$ cat src/rtl/rope_launcher.sv
// rope_launcher: fire controller feeding the rope trajectory stage.
// Detects fire-key edges, latches the clamped rope column at launch, tracks
// the shot through flight, counts ball hits and enforces a per-shot cooldown.
// Optional feature: define ROPE_FIRE_QUEUE_EN to remember one fire press made
// while a shot is in progress and launch it automatically on return to IDLE.
module rope_launcher #(
    parameter int unsigned X_OFFSET        = 16,
    parameter int unsigned X_MAX           = 639,
    parameter int unsigned COOLDOWN_FRAMES = 4
) (
    input  logic        clk,
    input  logic        resetN,
    input  logic        startOfFrame,
    input  logic        gameEnable,
    input  logic        fireKey,
    input  logic [10:0] playerX,
    input  logic        movingUp,
    input  logic        col_rope_ball,
    output logic        deploy,
    output logic [10:0] ropeX,
    output logic        ropeActive,
    output logic        hitPulse,
    output logic [7:0]  hitCount
);

    typedef enum logic [1:0] {StIdle, StLaunch, StFlying, StCooldown} state_t;

    state_t      r_state;
    state_t      w_state_next;
    logic        r_fire_key_d;
    logic [3:0]  r_cnt;
    logic [3:0]  w_cnt_next;
    logic        r_first;
    logic        w_first_next;
    logic        w_hit;
    logic        w_launch;
    logic        w_fire_edge;
    logic        w_pending;
    logic [11:0] w_rope_sum;
    logic [10:0] w_rope_clamped;
    logic        r_deploy;
    logic [10:0] r_rope_x;
    logic        r_rope_active;
    logic        r_hit_pulse;
    logic [7:0]  r_hit_count;

    assign w_fire_edge    = fireKey & ~r_fire_key_d;
    // 12-bit sum so playerX near 2047 cannot wrap below X_MAX.
    assign w_rope_sum     = {1'b0, playerX} + 12'(X_OFFSET);
    assign w_rope_clamped = (w_rope_sum > 12'(X_MAX)) ? 11'(X_MAX) : w_rope_sum[10:0];

`ifdef ROPE_FIRE_QUEUE_EN
    logic r_pending;

    // Capture one fire edge made while a shot is busy; consumed in IDLE.
    always_ff @(posedge clk or negedge resetN) begin
        if (!resetN) begin
            r_pending <= 1'b0;
        end else if (!gameEnable || r_state == StIdle) begin
            r_pending <= 1'b0;
        end else if (w_fire_edge) begin
            r_pending <= 1'b1;
        end
    end

    assign w_pending = r_pending;
`else
    assign w_pending = 1'b0;
`endif

    // Next-state logic for the shot FSM, cooldown counter and flight guard.
    always_comb begin
        w_state_next = r_state;
        w_cnt_next   = r_cnt;
        w_first_next = 1'b0;
        w_hit        = 1'b0;
        w_launch     = 1'b0;
        if (!gameEnable) begin
            w_state_next = StIdle;
            w_cnt_next   = 4'd0;
        end else begin
            case (r_state)
                StIdle: begin
                    if (w_fire_edge || w_pending) begin
                        w_state_next = StLaunch;
                        w_launch     = 1'b1;
                    end
                end
                StLaunch: begin
                    if (startOfFrame) begin
                        w_state_next = StFlying;
                        w_first_next = 1'b1;
                    end
                end
                StFlying: begin
                    // Collision wins over climb-complete in the same cycle.
                    if (col_rope_ball) begin
                        w_state_next = StCooldown;
                        w_cnt_next   = 4'(COOLDOWN_FRAMES);
                        w_hit        = 1'b1;
                    end else if (!movingUp && !r_first) begin
                        w_state_next = StCooldown;
                        w_cnt_next   = 4'(COOLDOWN_FRAMES);
                    end
                end
                StCooldown: begin
                    if (r_cnt == 4'd0) begin
                        w_state_next = StIdle;
                    end else if (startOfFrame) begin
                        w_cnt_next = r_cnt - 4'd1;
                    end
                end
                default: w_state_next = StIdle;
            endcase
        end
    end

    // State, history and registered Moore outputs.
    always_ff @(posedge clk or negedge resetN) begin
        if (!resetN) begin
            r_state       <= StIdle;
            r_fire_key_d  <= 1'b0;
            r_cnt         <= 4'd0;
            r_first       <= 1'b0;
            r_deploy      <= 1'b0;
            r_rope_x      <= 11'd0;
            r_rope_active <= 1'b0;
            r_hit_pulse   <= 1'b0;
            r_hit_count   <= 8'd0;
        end else begin
            r_state       <= w_state_next;
            r_fire_key_d  <= fireKey;
            r_cnt         <= w_cnt_next;
            r_first       <= w_first_next;
            r_deploy      <= (w_state_next == StLaunch);
            r_rope_active <= (w_state_next == StLaunch) || (w_state_next == StFlying);
            r_hit_pulse   <= w_hit;
            if (w_launch) begin
                r_rope_x <= w_rope_clamped;
            end
            if (w_hit && r_hit_count != 8'hff) begin
                r_hit_count <= r_hit_count + 8'd1;
            end
        end
    end

    assign deploy     = r_deploy;
    assign ropeX      = r_rope_x;
    assign ropeActive = r_rope_active;
    assign hitPulse   = r_hit_pulse;
    assign hitCount   = r_hit_count;

endmodule

$ cat config.mk
export PLATFORM = sky130hd
export DESIGN_NAME = rope_launcher
export DESIGN_NICKNAME = d
export VERILOG_FILES = /design/src/rtl/rope_launcher.sv
export SDC_FILE = /design/constraint.sdc
export NUM_CORES = 1
export LEC_CHECK = 0
export ABC_AREA = 1
export BUFFER_PORTS_ARGS = -buffer_cell sky130_fd_sc_hd__buf_2
export CAP_MARGIN = 5
export CORE_UTILIZATION = 50
export CTS_BUF_LIST = sky130_fd_sc_hd__clkbuf_8 sky130_fd_sc_hd__clkbuf_16
export DETAILED_ROUTE_END_ITERATION = 8
export PLACE_DENSITY = 0.8
export SLEW_MARGIN = 30
export SYNTH_ARGS = -nofsm -noshare
export SYNTH_HDL_FRONTEND = slang
export SYNTH_SLANG_ARGS = --single-unit
$ cat constraint.sdc
create_clock -name clk -period 2.01 [get_ports clk]
set_input_delay 0.201 -clock clk [delete_from_list [all_inputs] [get_ports clk]]
set_output_delay 0.201 -clock clk [all_outputs]
set_load 0.005 [all_outputs]
Word-level counts from Yosys, hierarchy flattened
Index checks and enable logic that the tools add are counted.
W data, S select, Z words.
- mux-type cells: 23
- magnitude comparators: 1
- bitwise gates (word level): 2
- add/subtract/negate cells: 3
- reduce and logical (&&, ||, !) cells: 8
- equal/unequal tests: 10
- operators with widths (operator ; number):
    $mux W4 ; 5
    $add A11 B5 Y12 const B ; 1
    $gt A12 B10 Y1 const B ; 1
    $mux W2 ; 6
    $mux W11 ; 1
    $mux W1 ; 9
    $add A8 B1 Y8 const B ; 1
    $ne A8 B8 Y1 const B ; 1
    $pmux W2 S4 ; 1
    $pmux W4 S2 ; 1
    $eq A2 B2 Y1 const B ; 3
    $ne A3 B3 Y1 const B ; 2
    $eq A2 B1 Y1 const B ; 2
    $logic_not A4 Y1 ; 1
    $ne A4 B4 Y1 const B ; 1
    $reduce_and A4 Y1 ; 1
    $sub A4 B1 Y4 const B ; 1
    $ne A3 B1 Y1 const B ; 1
    $logic_and A1 B1 Y1 ; 2
    $logic_not A1 Y1 ; 2
    $logic_not A2 Y1 ; 1
    $and A1 B1 Y1 ; 1
    $logic_or A1 B1 Y1 ; 1
    $not A1 Y1 ; 1
- input bits: 18
- output and inout bits: 22
- register bits after elaboration: 30
- word-level logic and storage cells: 56

Longest topological paths before layout
- word-level depth: 8
- mapped depth: 10
- depth with buffers taken out: 10

Worst setup path before layout
No wires, ideal clock.
- kind: register to register
- start point: register r_cnt[0]
- end point: register r_rope_active (netlist: ropeActive)
- arrival: 1.448 ns
- stages on the path, launching flop included: 10
- required time: 1.897 ns
- setup time: 0.113 ns
- period minus slack after synthesis: 1.561 ns
- slack: 0.449 ns
- buffers on the path: 0
- cell sequence: dfrtp_1 inv_1 ha_1 nand2_1 o21ai_0 nor2_1 o21ai_0 nand2_1 ha_1 inv_1
- longest elaborated chain between the ends: 6
- elaborated cells between the ends (all ways): 7
- classes of those cells: eq/ne: 2; mux: 3; reduce/logical: 2
- RTL lines (element ; RTL line ; source):
    from (decl) ; 31 ; logic [3:0] r_cnt;
    from (signal assigned) ; 133 ; r_cnt <= w_cnt_next;
    $logic_not A4 Y1 (*) ; 107 ; if (r_cnt == 4'd0) begin
    $mux W2 (*) ; 107 ;
    $pmux W2 S4 (*) ; 82 ; case (r_state)
    $mux W2 (*) ; 78 ; if (!gameEnable) begin
    named net w_state_next[0] ; 29 ; state_t w_state_next;
    $eq A2 B1 Y1 or $eq A2 B2 Y1 (tied branches) ; 136 ; r_rope_active <= (w_state_next == StLaunch) || (w_state_next == StFlying);
    $logic_or A1 B1 Y1 (*) ; 136 ;
    to (signal assigned) ; 136 ;
    to (decl) ; 43 ; logic r_rope_active;
The timed path passes the listed nets; every way through them passes the cells marked *.
A chain may end at the register's enable or synchronous reset.

Worst setup path in the final report
Ends and elaborated chain as after synthesis.

==> results.sh <==
export IMPL_synth_avg_cell_area_um2=8.064
export IMPL_number_of_post_cts_setup_repair_buffers=0
export IMPL_destination_of_the_critical_timing_path="ropeActive$_DFF_PN0_"
export IMPL_syn_nets=214
export IMPL_globalRouteMet3Util=0.04308
export IMPL_max_slew_margin_rel=0.5733
export IMPL_hold_path_class="in2reg"
export IMPL_period_utilisation_layout=0.8634
export IMPL_area_growth_synth_to_final_pct=22.58
export IMPL_start_kind="flip-flop"
export IMPL_chip_width_um=57.50
export IMPL_dr_total_vias=1334
export IMPL_core_area_mm2=0.002829
export IMPL_io_buffer_count=39
export IMPL_cts_path_max_buffers=2
export IMPL_power_leakage_nw=1.016
export IMPL_grt_overflow=0
export IMPL_cts_buffers=5
export IMPL_routability_driven_placement_congestion_ratio=0.9049
export IMPL_drv_slew=0
export IMPL_netlist_instances=191
export IMPL_drcViolationCount=3
export IMPL_place_detailed_hpwl_um=2210
export IMPL_grt_max_degree=31
export IMPL_timing_worst_slew_pin_value_ps=640.0
export IMPL_io_pins=40
export IMPL_synthArstFlopShare=1.000
export IMPL_multi_input_comb_area_um2=683.2
export IMPL_post_drt_via_cell_ratio=4.959
export IMPL_setup_worst_path_end_class="flip-flop"
export IMPL_clock_sink_count=30
export IMPL_drtPass1Iterations=6
export IMPL_yosys_cell_types_count=25
export IMPL_total_track_usage=0.2023
export IMPL_report_final_setup_viol=0
export IMPL_diodes=0
export IMPL_wl_per_cell_um=10.88
export IMPL_seqCellArea_um2=750.7
export IMPL_peakVddDrop_v=0.0004418
export IMPL_post_route_worst_setup_slack_ps=274.5
export IMPL_num_rows=19
export IMPL_drt_antenna_violating_nets=0
export IMPL_edff_count_synth=0
export IMPL_clk_insertion_delay_late_ps=270
export IMPL_synth_ff_type="sky130_fd_sc_hd__dfrtp_1"
export IMPL_ys_warnings_count=0
export IMPL_tritoncts_clock_tree="yes"
export IMPL_first_iter_violations=43
export IMPL_number_of_antenna_violations_at_the_first_check_in_global_routing=0
export IMPL_timing_rr_start="r_cnt[0]$_DFFE_PN0P_"
export IMPL_min_delay_path_depth=1
export IMPL_whs_ps=62.41
export IMPL_crit_arrival_ps=1890
export IMPL_outcome="finished, violations left"
export IMPL_clk_pin_slew_worst_paths_ps=60
export IMPL_ys_seq_area_frac=0.4874
export IMPL_maxClockFrequency_mhz=576.2
export IMPL_reg2regPathDepth=9
export IMPL_grt_setup_unrepaired="no"
export IMPL_routed_wl_um=2926
export IMPL_period_needed_ps=1736
export IMPL_gr_met1_demand_resource=0.2838
export IMPL_hold_viol=0
export IMPL_filler_cell_count=242
export IMPL_synthesized_flop_and_latch_total=30
export IMPL_initial_core_utilization=0.5444
export IMPL_dieHeight_um=57.50
export IMPL_finClkSkew_ps=4.951
export IMPL_layout_drive_gt1_share=0.2521
export IMPL_crit_path_max_fanout=4
export IMPL_grt_pass1_wl_um=5147
export IMPL_grt_pass1_vias=1222
export IMPL_grt_util_met2=0.3140
export IMPL_worst_r2r_setup_slack_ps=270
export IMPL_r2r_end="ropeActive$_DFF_PN0_"
export IMPL_h_tree_depth=2
export IMPL_worst_setup_path_type="reg2reg"
export IMPL_grt_busiest_layer="met2"
export IMPL_mappedNetlistArea_mm2=0.001540
export IMPL_fin_nets=260
export IMPL_violated_checks="DRC"
export IMPL_startpoint="r_cnt[0]$_DFFE_PN0P_"
export IMPL_die_area_mm2=0.003306
export IMPL_fin_tns_setup_ps=0
export IMPL_power_density_mw_per_mm2=822.9
export IMPL_required_ps=2170
export IMPL_cts_root_buf="sky130_fd_sc_hd__clkbuf_8"
export IMPL_max_cap_violations=0
export IMPL_pre_cts_ws_ps=293.5
per-stage QoR:
step / power [mW] / utilization / instances / cell area, µm²
6_report: 1.554 / 0.6674 / 269 / 1888
5_1_grt: 1.644 / 0.6674 / 269 / 1888
4_1_cts: 1.575 / 0.6674 / 269 / 1888
3_5_place_dp: 0.9923 / 0.6254 / 260 / 1769
3_3_place_gp: 0.9827 / 0.6254 / 260 / 1769
2_1_floorplan: 0.8645 / - / 191 / 1540
per-layer routing:
layer / vias up / wire length, µm
met5: - / 0
met4: 0 / 19
met3: 2 / 106
met2: 26 / 1311
met1: 605 / 1488
li1: 701 / -
cell type report:
| class | instances | area share |
|---|---|---|
| Inverter | 25 | 0.04970 |
| Tap cell | 31 | 0.02054 |
| Clock inverter | 3 | 0.02121 |
| Timing Repair Buffer | 41 | 0.1127 |
| Clock buffer | 5 | 0.03645 |
| Multi-Input combinational cell | 134 | 0.3618 |
| Sequential cell | 30 | 0.3976 |
state kept, by name, indices dropped and copies added, names as in the netlist:
signal        flops
r_fire_key_d      1
deploy            1
r_cnt             4
r_state           2
ropeX            11
r_first           1
hitPulse          1
hitCount          8
ropeActive        1
timing repair:
item / in CTS / in global routing
resized for setup: 0 / 0
hold buffers: 1 / 0
endpoints found under the hold margin: 30 / 0
kinds of logic after synthesis:
family                   count (synthesis)  synth area share
XOR/XNOR                                 5           0.02844
AND/OR/NAND/NOR                        101            0.2932
buffers and inverters                   27           0.06904
adder cells (fa/ha/maj)                  5           0.04062
flip-flops                              30            0.4874
AO/OA/AOI/OAI                           23           0.08124
critical path: stages, from the launching register on:
cell,delay (ps)
sky130_fd_sc_hd__dfrtp_1,390
sky130_fd_sc_hd__inv_1,80
sky130_fd_sc_hd__ha_1,180
sky130_fd_sc_hd__nand2_1,60
sky130_fd_sc_hd__o21ai_0,230
sky130_fd_sc_hd__nor2_1,110
sky130_fd_sc_hd__o21ai_0,160
sky130_fd_sc_hd__nand2_1,100
sky130_fd_sc_hd__ha_1,290
sky130_fd_sc_hd__inv_1,40
cells in the mapped netlist (2+ instances only):
master	n	area, µm²
sky130_fd_sc_hd__dfrtp_1	30	750.7
sky130_fd_sc_hd__nor3_1	3	15.01
sky130_fd_sc_hd__ha_1	5	62.56
sky130_fd_sc_hd__o21ai_1	2	10.01
sky130_fd_sc_hd__nor2_1	30	112.6
sky130_fd_sc_hd__nand2_2	4	25.02
sky130_fd_sc_hd__nand2_1	42	157.7
sky130_fd_sc_hd__nor2_2	2	12.51
sky130_fd_sc_hd__a21oi_1	10	50.05
sky130_fd_sc_hd__nand3_1	11	55.05
sky130_fd_sc_hd__nand3_2	3	30.03
sky130_fd_sc_hd__o21ai_0	8	40.04
sky130_fd_sc_hd__inv_1	23	86.33
sky130_fd_sc_hd__xnor2_1	2	17.52
sky130_fd_sc_hd__xor2_1	3	26.28
sky130_fd_sc_hd__nand4_1	4	25.02
layout by cell type, fill, tap and decap left out:
cell type,n
sky130_fd_sc_hd__nand2_1,42
sky130_fd_sc_hd__buf_2,39
sky130_fd_sc_hd__nor2_1,30
sky130_fd_sc_hd__dfrtp_1,30
sky130_fd_sc_hd__inv_1,23
sky130_fd_sc_hd__nand3_1,11
sky130_fd_sc_hd__a21oi_1,10
sky130_fd_sc_hd__o21ai_0,8
sky130_fd_sc_hd__ha_1,5
sky130_fd_sc_hd__clkbuf_8,5
sky130_fd_sc_hd__nand4_1,4
sky130_fd_sc_hd__nand2_2,4
sky130_fd_sc_hd__nor3_1,3
sky130_fd_sc_hd__nand3_2,3
sky130_fd_sc_hd__xor2_1,3
sky130_fd_sc_hd__nor2_2,2
sky130_fd_sc_hd__o21ai_1,2
sky130_fd_sc_hd__xnor2_1,2
sky130_fd_sc_hd__clkinv_2,2
sky130_fd_sc_hd__o21bai_2,1
sky130_fd_sc_hd__o21bai_1,1
sky130_fd_sc_hd__nand2_4,1
sky130_fd_sc_hd__clkinv_1,1
sky130_fd_sc_hd__inv_2,1
sky130_fd_sc_hd__nand3b_1,1
sky130_fd_sc_hd__a31oi_1,1
sky130_fd_sc_hd__bufinv_16,1
sky130_fd_sc_hd__dlygate4sd3_1,1
sky130_fd_sc_hd__buf_4,1
worst min-delay path by stage:
| stage | start | endpoint | slack, ps |
|---|---|---|---|
| floorplan | resetN | deploy$_DFF_PN0_ | -90 |
| global placement | resetN | hitCount[3]$_DFFE_PN0P_ | 260 |
| detailed placement | resetN | hitCount[3]$_DFFE_PN0P_ | 260 |
| CTS | fireKey | r_fire_key_d$_DFF_PN0_ | 60 |
| global route | fireKey | r_fire_key_d$_DFF_PN0_ | 50 |
| finish | fireKey | r_fire_key_d$_DFF_PN0_ | 60 |
where the power goes:
group          internal (mW)  switching (mW)
combinational          0.118           0.139
sequential             0.675          0.0484
clock                  0.364           0.209
total                   1.16           0.397
No activity file was read; power rests on OpenSTA's default activity.
